**config.mk**
```make
export PLATFORM = sky130hd
export DESIGN_NAME = xif_copro_prog_predecoder_flat
export DESIGN_NICKNAME = d
export VERILOG_FILES = /design/src/rtl/xif_copro_prog_predecoder_if.sv /design/src/rtl/xif_copro_prog_predecoder.sv /design/src/flat_wrapper.sv
export SDC_FILE = /design/constraint.sdc
export NUM_CORES = 1
export LEC_CHECK = 0
export ABC_AREA = 1
export CAP_MARGIN = 10
export CORE_MARGIN = 10
export CORE_UTILIZATION = 64
export DETAILED_ROUTE_END_ITERATION = 8
export GPL_ROUTABILITY_DRIVEN = 1
export MAX_ROUTING_LAYER = met4
export PLACE_DENSITY = 0.88
export SYNTH_ARGS = -nofsm -noshare
export SYNTH_HDL_FRONTEND = slang
export SYNTH_SLANG_ARGS = --single-unit
```
**constraint.sdc**
```tcl
create_clock -name clk_i -period 46.7 [get_ports clk_i]
set_clock_uncertainty 0.1 [all_clocks]
set_input_delay 11.675 -clock clk_i [delete_from_list [all_inputs] [get_ports clk_i]]
set_output_delay 11.675 -clock clk_i [all_outputs]
set_load 0.01 [all_outputs]
```
**src/rtl/xif_copro_prog_predecoder_if.sv**
```systemverilog
// ----------------------------------------------------------------------------
// xif_copro_prog_predecoder_if
// Issue and response channels between the core's XIF issue port and the
// programmable predecoder.
//   issue_*  : valid/ready offer of one instruction word plus its id
//   resp_*   : valid/ready return of the registered predecode result
// Modports:
//   master : core side (drives issue, consumes response)
//   slave  : predecoder side
// ----------------------------------------------------------------------------
interface xif_copro_prog_predecoder_if #(
    parameter int ID_W  = 4,
    parameter int IDX_W = 3
);
    logic             issue_valid_i;
    logic             issue_ready_o;
    logic [31:0]      issue_instr_i;
    logic [ID_W-1:0]  issue_id_i;

    logic             resp_valid_o;
    logic             resp_ready_i;
    logic [ID_W-1:0]  resp_id_o;
    logic             resp_hit_o;
    logic [IDX_W-1:0] resp_hit_idx_o;
    logic             resp_accept_o;
    logic             resp_loadstore_o;
    logic             resp_writeback_o;
    logic [1:0]       resp_use_gprs_o;

    modport master (
        output issue_valid_i, issue_instr_i, issue_id_i, resp_ready_i,
        input  issue_ready_o, resp_valid_o, resp_id_o, resp_hit_o,
               resp_hit_idx_o, resp_accept_o, resp_loadstore_o,
               resp_writeback_o, resp_use_gprs_o
    );

    modport slave (
        input  issue_valid_i, issue_instr_i, issue_id_i, resp_ready_i,
        output issue_ready_o, resp_valid_o, resp_id_o, resp_hit_o,
               resp_hit_idx_o, resp_accept_o, resp_loadstore_o,
               resp_writeback_o, resp_use_gprs_o
    );
endinterface

```
**src/rtl/xif_copro_prog_predecoder.sv**
```systemverilog
// ----------------------------------------------------------------------------
// xif_copro_prog_predecoder
// Runtime-programmable XIF issue predecoder. Each offered instruction is
// matched against NUM_ENTRIES mask/match entries (lowest enabled hit wins)
// and the attribute set of the winner is returned one cycle later through a
// valid/ready response register.
// Ports:
//   clk_i, rst_i      : clock, asynchronous active-high reset
//   xif (slave)       : issue and response channels
//   cfg_*             : table write port (one entry per cycle)
//   stat_clr_i        : clear hit/miss counters
//   stat_*_cnt_o      : saturating hit/miss counters
// Build option:
//   XIF_COPRO_PRD_STATS_EN : enables the hit/miss counters; otherwise they
//                            read as zero and stat_clr_i is ignored.
// ----------------------------------------------------------------------------
module xif_copro_prog_predecoder #(
    parameter int NUM_ENTRIES = 8,
    parameter int ID_W        = 4,
    parameter int IDX_W       = (NUM_ENTRIES > 1) ? $clog2(NUM_ENTRIES) : 1
) (
    input  logic                       clk_i,
    input  logic                       rst_i,
    xif_copro_prog_predecoder_if.slave xif,
    input  logic                       cfg_we_i,
    input  logic [IDX_W-1:0]           cfg_idx_i,
    input  logic                       cfg_en_i,
    input  logic [31:0]                cfg_instr_i,
    input  logic [31:0]                cfg_mask_i,
    input  logic [4:0]                 cfg_attr_i,
    input  logic                       stat_clr_i,
    output logic [15:0]                stat_hit_cnt_o,
    output logic [15:0]                stat_miss_cnt_o
);

    // attr layout: [4]=accept [3]=loadstore [2]=writeback [1:0]=use_gprs
    logic [NUM_ENTRIES-1:0] en_q;
    logic [31:0]            pat_q  [NUM_ENTRIES];
    logic [31:0]            mask_q [NUM_ENTRIES];
    logic [4:0]             attr_q [NUM_ENTRIES];

    logic                   hit;
    logic [IDX_W-1:0]       hit_idx;
    logic [4:0]             hit_attr;

    logic                   issue_ready;
    logic                   xfer;

    logic                   resp_valid_q;
    logic [ID_W-1:0]        resp_id_q;
    logic                   resp_hit_q;
    logic [IDX_W-1:0]       resp_idx_q;
    logic [4:0]             resp_attr_q;

    // Indices at or above NUM_ENTRIES never compare equal, so such writes
    // fall through without touching the table.
    always_ff @(posedge clk_i or posedge rst_i) begin
        if (rst_i) begin
            en_q <= '0;
            for (int i = 0; i < NUM_ENTRIES; i++) begin
                pat_q[i]  <= '0;
                mask_q[i] <= '0;
                attr_q[i] <= '0;
            end
        end else if (cfg_we_i) begin
            for (int i = 0; i < NUM_ENTRIES; i++) begin
                if (cfg_idx_i == IDX_W'(i)) begin
                    en_q[i]   <= cfg_en_i;
                    pat_q[i]  <= cfg_instr_i;
                    mask_q[i] <= cfg_mask_i;
                    attr_q[i] <= cfg_attr_i;
                end
            end
        end
    end

    // Walk from the top down so the lowest matching index is the last
    // assignment and therefore wins.
    always_comb begin
        hit      = 1'b0;
        hit_idx  = '0;
        hit_attr = '0;
        for (int i = NUM_ENTRIES - 1; i >= 0; i--) begin
            if (en_q[i] && (((xif.issue_instr_i ^ pat_q[i]) & mask_q[i]) == 32'd0)) begin
                hit      = 1'b1;
                hit_idx  = IDX_W'(i);
                hit_attr = attr_q[i];
            end
        end
    end

    // Held low during reset even though the response register is empty.
    assign issue_ready = !rst_i && (!resp_valid_q || xif.resp_ready_i);
    assign xfer        = xif.issue_valid_i && issue_ready;

    always_ff @(posedge clk_i or posedge rst_i) begin
        if (rst_i) begin
            resp_valid_q <= 1'b0;
            resp_id_q    <= '0;
            resp_hit_q   <= 1'b0;
            resp_idx_q   <= '0;
            resp_attr_q  <= '0;
        end else if (xfer) begin
            resp_valid_q <= 1'b1;
            resp_id_q    <= xif.issue_id_i;
            resp_hit_q   <= hit;
            resp_idx_q   <= hit_idx;
            resp_attr_q  <= hit_attr;
        end else if (xif.resp_ready_i) begin
            resp_valid_q <= 1'b0;
        end
    end

    assign xif.issue_ready_o    = issue_ready;
    assign xif.resp_valid_o     = resp_valid_q;
    assign xif.resp_id_o        = resp_id_q;
    assign xif.resp_hit_o       = resp_hit_q;
    assign xif.resp_hit_idx_o   = resp_idx_q;
    assign xif.resp_accept_o    = resp_attr_q[4];
    assign xif.resp_loadstore_o = resp_attr_q[3];
    assign xif.resp_writeback_o = resp_attr_q[2];
    assign xif.resp_use_gprs_o  = resp_attr_q[1:0];

`ifdef XIF_COPRO_PRD_STATS_EN
    logic [15:0] hit_cnt_q;
    logic [15:0] miss_cnt_q;

    always_ff @(posedge clk_i or posedge rst_i) begin
        if (rst_i) begin
            hit_cnt_q  <= '0;
            miss_cnt_q <= '0;
        end else if (stat_clr_i) begin
            hit_cnt_q  <= '0;
            miss_cnt_q <= '0;
        end else if (xfer) begin
            if (hit && (hit_cnt_q != 16'hFFFF)) begin
                hit_cnt_q <= hit_cnt_q + 16'd1;
            end
            if (!hit && (miss_cnt_q != 16'hFFFF)) begin
                miss_cnt_q <= miss_cnt_q + 16'd1;
            end
        end
    end

    assign stat_hit_cnt_o  = hit_cnt_q;
    assign stat_miss_cnt_o = miss_cnt_q;
`else
    logic unused_stat_clr;
    assign unused_stat_clr = stat_clr_i;
    assign stat_hit_cnt_o  = '0;
    assign stat_miss_cnt_o = '0;
`endif

endmodule

```
**src/flat_wrapper.sv**
```systemverilog
// flat-port wrapper written by rule: the top's interface ports become plain ports
module xif_copro_prog_predecoder_flat 
#(
    parameter int NUM_ENTRIES = 8,
    parameter int ID_W        = 4,
    parameter int IDX_W       = (NUM_ENTRIES > 1) ? $clog2(NUM_ENTRIES) : 1
)
  (clk_i, rst_i, cfg_we_i, cfg_idx_i, cfg_en_i, cfg_instr_i, cfg_mask_i, cfg_attr_i, stat_clr_i, stat_hit_cnt_o, stat_miss_cnt_o, xif_issue_valid_i, xif_issue_instr_i, xif_issue_id_i, xif_resp_ready_i, xif_issue_ready_o, xif_resp_valid_o, xif_resp_id_o, xif_resp_hit_o, xif_resp_hit_idx_o, xif_resp_accept_o, xif_resp_loadstore_o, xif_resp_writeback_o, xif_resp_use_gprs_o);
  xif_copro_prog_predecoder_if #(.ID_W(ID_W), .IDX_W(IDX_W)) xif_i ();
  input  logic clk_i;
  input  logic rst_i;
  input  logic cfg_we_i;
  input  logic [IDX_W-1:0] cfg_idx_i;
  input  logic cfg_en_i;
  input  logic [31:0] cfg_instr_i;
  input  logic [31:0] cfg_mask_i;
  input  logic [4:0] cfg_attr_i;
  input  logic stat_clr_i;
  output logic [15:0] stat_hit_cnt_o;
  output logic [15:0] stat_miss_cnt_o;
  input wire logic [$bits(xif_i.issue_valid_i)-1:0] xif_issue_valid_i;
  input wire logic [$bits(xif_i.issue_instr_i)-1:0] xif_issue_instr_i;
  input wire logic [$bits(xif_i.issue_id_i)-1:0] xif_issue_id_i;
  input wire logic [$bits(xif_i.resp_ready_i)-1:0] xif_resp_ready_i;
  output wire logic [$bits(xif_i.issue_ready_o)-1:0] xif_issue_ready_o;
  output wire logic [$bits(xif_i.resp_valid_o)-1:0] xif_resp_valid_o;
  output wire logic [$bits(xif_i.resp_id_o)-1:0] xif_resp_id_o;
  output wire logic [$bits(xif_i.resp_hit_o)-1:0] xif_resp_hit_o;
  output wire logic [$bits(xif_i.resp_hit_idx_o)-1:0] xif_resp_hit_idx_o;
  output wire logic [$bits(xif_i.resp_accept_o)-1:0] xif_resp_accept_o;
  output wire logic [$bits(xif_i.resp_loadstore_o)-1:0] xif_resp_loadstore_o;
  output wire logic [$bits(xif_i.resp_writeback_o)-1:0] xif_resp_writeback_o;
  output wire logic [$bits(xif_i.resp_use_gprs_o)-1:0] xif_resp_use_gprs_o;
  assign xif_i.issue_valid_i = xif_issue_valid_i;
  assign xif_i.issue_instr_i = xif_issue_instr_i;
  assign xif_i.issue_id_i = xif_issue_id_i;
  assign xif_i.resp_ready_i = xif_resp_ready_i;
  assign xif_issue_ready_o = xif_i.issue_ready_o;
  assign xif_resp_valid_o = xif_i.resp_valid_o;
  assign xif_resp_id_o = xif_i.resp_id_o;
  assign xif_resp_hit_o = xif_i.resp_hit_o;
  assign xif_resp_hit_idx_o = xif_i.resp_hit_idx_o;
  assign xif_resp_accept_o = xif_i.resp_accept_o;
  assign xif_resp_loadstore_o = xif_i.resp_loadstore_o;
  assign xif_resp_writeback_o = xif_i.resp_writeback_o;
  assign xif_resp_use_gprs_o = xif_i.resp_use_gprs_o;
  xif_copro_prog_predecoder #(.NUM_ENTRIES(NUM_ENTRIES), .ID_W(ID_W), .IDX_W(IDX_W)) u_core (.clk_i(clk_i), .rst_i(rst_i), .xif(xif_i), .cfg_we_i(cfg_we_i), .cfg_idx_i(cfg_idx_i), .cfg_en_i(cfg_en_i), .cfg_instr_i(cfg_instr_i), .cfg_mask_i(cfg_mask_i), .cfg_attr_i(cfg_attr_i), .stat_clr_i(stat_clr_i), .stat_hit_cnt_o(stat_hit_cnt_o), .stat_miss_cnt_o(stat_miss_cnt_o));
endmodule
```
; ---- After elaboration in Yosys (flattened, before gate mapping)
; Index checks and enable logic that the tools add are counted.
[classes]
addsub = 0
n_mul = 0
div = 0
magnitude_cmp = 0
eq_ne = 7
shifts = 0
n_mux = 26
n_bitwise = 16
n_reduce_logical = 31
[ops]
columns = op, n
row1 = $and 32x32->32, 8
row2 = $logic_not 32->1, 8
row3 = $xor 32x32->32, 8
row4 = $mux 5, 8
row5 = $mux 3, 8
row6 = $reduce_and 2->1, 8
row7 = $eq 3x3->1 const B, 4
row8 = $logic_and 1x1->1, 10
row9 = $mux 1, 10
row10 = $eq 3x2->1 const B, 2
row11 = $eq 3x1->1 const B, 1
row12 = $logic_not 3->1, 1
row13 = $logic_not 1->1, 2
row14 = $reduce_bool 2->1, 1
row15 = $logic_or 1x1->1, 1
[totals]
register_bits = 574
latch_bits = 0
ram_bits = 0
rom_bits = 0
input_bits = 115
output_inout_bits = 47
wordCells = 117
n_memories = 0

; ---- Longest topological paths before layout
[depth]
depth_word = 12
mapped_depth = 20

; ---- Least setup slack after synthesis
; Ideal clock, no wire load.
[synth_path]
path_type = input port to output port
start = input port xif_resp_ready_i
end = output port xif_issue_ready_o
arrival_ps = 11944
path_slack_ps = 22981
cell_stages = 2
cell_sequence = inv_1 -> a21oi_1
[synth_between]
elab_chain_len = 2
[synth_rtl]
columns = item, line
row1 = from (decl), flat_wrapper.sv:24  ; input wire logic [$bits(xif_i.resp_ready_i)-1:0] xif_resp_ready_i;
row2 = $logic_or 1x1->1, xif_copro_prog_predecoder.sv:93  ; assign issue_ready = !rst_i && (!resp_valid_q || xif.resp_ready_i);
row3 = $logic_and 1x1->1, xif_copro_prog_predecoder.sv:93
row4 = to (decl), flat_wrapper.sv:25  ; output wire logic [$bits(xif_i.issue_ready_o)-1:0] xif_issue_ready_o;
; No other way between the ends.

; ---- Worst setup path after layout
[layout_path]
start = input port rst_i
end = output port xif_issue_ready_o
[layout_between]
elab_chain_len = 2
[layout_rtl]
columns = item, line
row1 = from (decl), flat_wrapper.sv:11  ; input logic rst_i;
row2 = $logic_not 1->1, xif_copro_prog_predecoder.sv:93
row3 = $logic_and 1x1->1, xif_copro_prog_predecoder.sv:93
; No other way between the ends.

==> results.sh <==
export IMPL_fin_ws_ns=21.97
export IMPL_cp_required_ns=34.93
export IMPL_synth_compound_area_share=0.126
export IMPL_drc=0
export IMPL_fill_cells=2776
export IMPL_ys_seq_area_frac=0.553
export IMPL_cts_root_buf="clkbuf_16"
export IMPL_cts_made_buffers=56
export IMPL_die_area_sq_mm=0.0490
export IMPL_final_cell_mix="nand2_1 (982), dfrtp_1 (574), o21ai_0 (544)"
export IMPL_synthCells=3137
export IMPL_cts_tree="built"
export IMPL_post_cts_setup_buffers=0
export IMPL_io_pin_count=162
export IMPL_leakage_nw=14.1
export IMPL_worstMarginPinSlew_ns=1.12
export IMPL_clk_path_buf_depth=3
export IMPL_avgViaCountPerCell=5.86
export IMPL_setup_viol_count_final=0
export IMPL_status="completed"
export IMPL_hold_class="register to register"
export IMPL_synth_xor_area_frac=0.0155
export IMPL_grt_pass1_vias=21365
export IMPL_cts_clk_slew_worst_paths_ns=0.06
export IMPL_initialDrtViolationCount=3069
export IMPL_grt_pass1_wl_mm=113
export IMPL_die_height_microns=221
export IMPL_synthAdderAreaFrac=0
export IMPL_fmax_ghz=0.0404
export IMPL_synth_flop_cell="dfrtp_1"
export IMPL_synth_async_sr_flop_share=1.00
export IMPL_grt_max_degree=158
export IMPL_rows=73
export IMPL_final_common_cell="nand2_1"
export IMPL_synth_top_family_by_area="simple AND/OR/NAND/NOR gates"
export IMPL_end_kind="output port"
export IMPL_yosys_area_share_simple=0.242
export IMPL_antenna_found_initial=5
export IMPL_ant_nets=0
export IMPL_hold_slack_ns=0.378
export IMPL_insertion_delay_ns=0.61
export IMPL_port_buffers=128
export IMPL_syn_area_sq_mm=0.0260
export IMPL_wirelength_mm=70.7
export IMPL_critical_path_class="input pin to output port"
export IMPL_cp_start_kind="input pin"
export IMPL_post_drt_wl_per_cell_microns=18.8
export IMPL_drv_cap=0
export IMPL_syn_to_final_growth_pct=12.2
export IMPL_first_pass_iters=6
export IMPL_place_ws_ns=21.96
export IMPL_holdBufCountCts=0
export IMPL_dr_total_vias=22002
export IMPL_htree_levels=2
export IMPL_core_sq_mm=0.0399
export IMPL_ff2ff_setup_slack_ns=43.70
export IMPL_grt_overflow=0
export IMPL_drive_gt1_frac=0.0633
export IMPL_period_minus_slack_ns=24.73
export IMPL_vdd_drop_max_mv=0.0336
export IMPL_critPathMaxFanout=2
export IMPL_place_congestion=0.890
export IMPL_synth_edf_count=0
export IMPL_rsz0062_at_grt="false"
export IMPL_initial_core_util=0.650
export IMPL_yosysUniqueCellTypes=43
export IMPL_critPathArrivalTime_ns=12.95
export IMPL_synth_mux_area_fraction=0
export IMPL_postSynthAreaPerCell_sq_um=8.27
export IMPL_yosysWarnings=0
export IMPL_hold_viol=0
export IMPL_period_share=0.529
export IMPL_grt_use_total=0.291
export IMPL_slew_violations=0
export IMPL_post_dp_hpwl_mm=46.6
export IMPL_relSlewSlack=0.255
export IMPL_ys_ff_latch=574
export IMPL_die_w_microns=221
export IMPL_fin_setup_tns_ns=0
export IMPL_clock_sinks=574
export IMPL_ctsResizeCount=0
export IMPL_power_density_mw_per_mm2=46.4
export IMPL_final_nets=3299
## area by class of cell
cell class	instances	area, sq um	area share
repair buffers	143	1390	0.0479
inverters	187	709	0.0244
multi-input cells	2222	10100	0.348
clock inverters	15	165	0.00567
flip-flops and latches	574	14400	0.493
diodes	6	15.0	0.000516
well taps	525	657	0.0226
clock buffers	84	1680	0.0576
## power breakdown
group	internal (mW)	switching (mW)	total [mW]
logic	0.0912	0.153	0.244
registers	0.591	0.0611	0.653
clock network	0.263	0.192	0.455
total	0.946	0.406	1.35
## final timing paths
kind                                           endpoint         startpoint  depth (start not counted)
max                                   xif_issue_ready_o              rst_i                          3
min                                   u_core.attr_q[27]  u_core.attr_q[27]                          2
max reg2reg                       u_core.resp_attr_q[2]  u_core.pat_q[199]                         11
min reg2reg                           u_core.attr_q[27]  u_core.attr_q[27]                          2
max in group asynchronous              u_core.pat_q[41]              rst_i                          5
min in group asynchronous  u_core.xif.resp_hit_idx_o[1]              rst_i                          2
## through the flow
stage / power [mW] / cell area, sq um / utilization / instances
after global placement: 0.873 / 27300 / 0.683 / 3651
after global routing: 1.42 / 29100 / 0.729 / 3754
after floorplan: 0.810 / 26100 / - / 3168
final: 1.35 / 29100 / 0.730 / 3756
after CTS: 1.35 / 29100 / 0.729 / 3750
after detailed placement: 0.895 / 27300 / 0.683 / 3651
## cell families (layout without fill, tap and decap cells)
| logic type | after synthesis | count (layout) |
|---|---|---|
| flip-flops | 574 | 574 |
| buffers and inverters | 372 | 429 |
| other | 1 | 38 |
| AO/OA/AOI/OAI | 640 | 640 |
| XOR/XNOR | 46 | 46 |
| AND/OR/NAND/NOR | 1504 | 1504 |
## cell usage after synthesis (5+ instances only)
| master | n | share of area |
|---|---|---|
| or2_2 | 69 | 0.017 |
| nor3_1 | 12 | 0.0023 |
| nand2_1 | 988 | 0.14 |
| dfrtp_1 | 574 | 0.55 |
| xor2_1 | 46 | 0.016 |
| clkbuf_1 | 118 | 0.017 |
| nand3_1 | 146 | 0.028 |
| buf_6 | 6 | 0.0026 |
| buf_2 | 12 | 0.0023 |
| inv_1 | 186 | 0.027 |
| or2_1 | 10 | 0.0024 |
| o21ai_0 | 544 | 0.10 |
| nand4_1 | 25 | 0.0060 |
| or2_0 | 10 | 0.0024 |
| nor4_1 | 6 | 0.0014 |
| nand2_2 | 5 | 0.0012 |
| a21oi_1 | 66 | 0.013 |
| nor2_1 | 212 | 0.031 |
| buf_4 | 46 | 0.013 |
| o22ai_1 | 13 | 0.0031 |
## state kept, by name (all words and copies together) (netlist names)
| register | count |
|---|---|
| u_core.mask_q | 256 |
| u_core.pat_q | 256 |
| u_core.attr_q | 40 |
| u_core.en_q | 8 |
| u_core.resp_attr_q | 5 |
| u_core.xif.resp_id_o | 4 |
| u_core.xif.resp_hit_idx_o | 3 |
| u_core.xif.resp_hit_o | 1 |
| u_core.xif.resp_valid_o | 1 |
## critical path, cell delays in order
cell and delay [ns]:
clkdlybuf4s50_1 0.51, a21oi_1 0.20, clkdlybuf4s50_1 0.57
## layer usage
metal / routed length, microns / part of all wire / GRT usage / up-vias
met5: 0 / 0 / - / -
met4: 3780 / 0.053 / 0.154 / 0
met3: 5280 / 0.075 / 0.0417 / 210
met2: 33900 / 0.48 / 0.461 / 974
met1: 27700 / 0.39 / 0.358 / 10714
li1: - / - / - / 10104
Power figures use the tool's default switching activity.
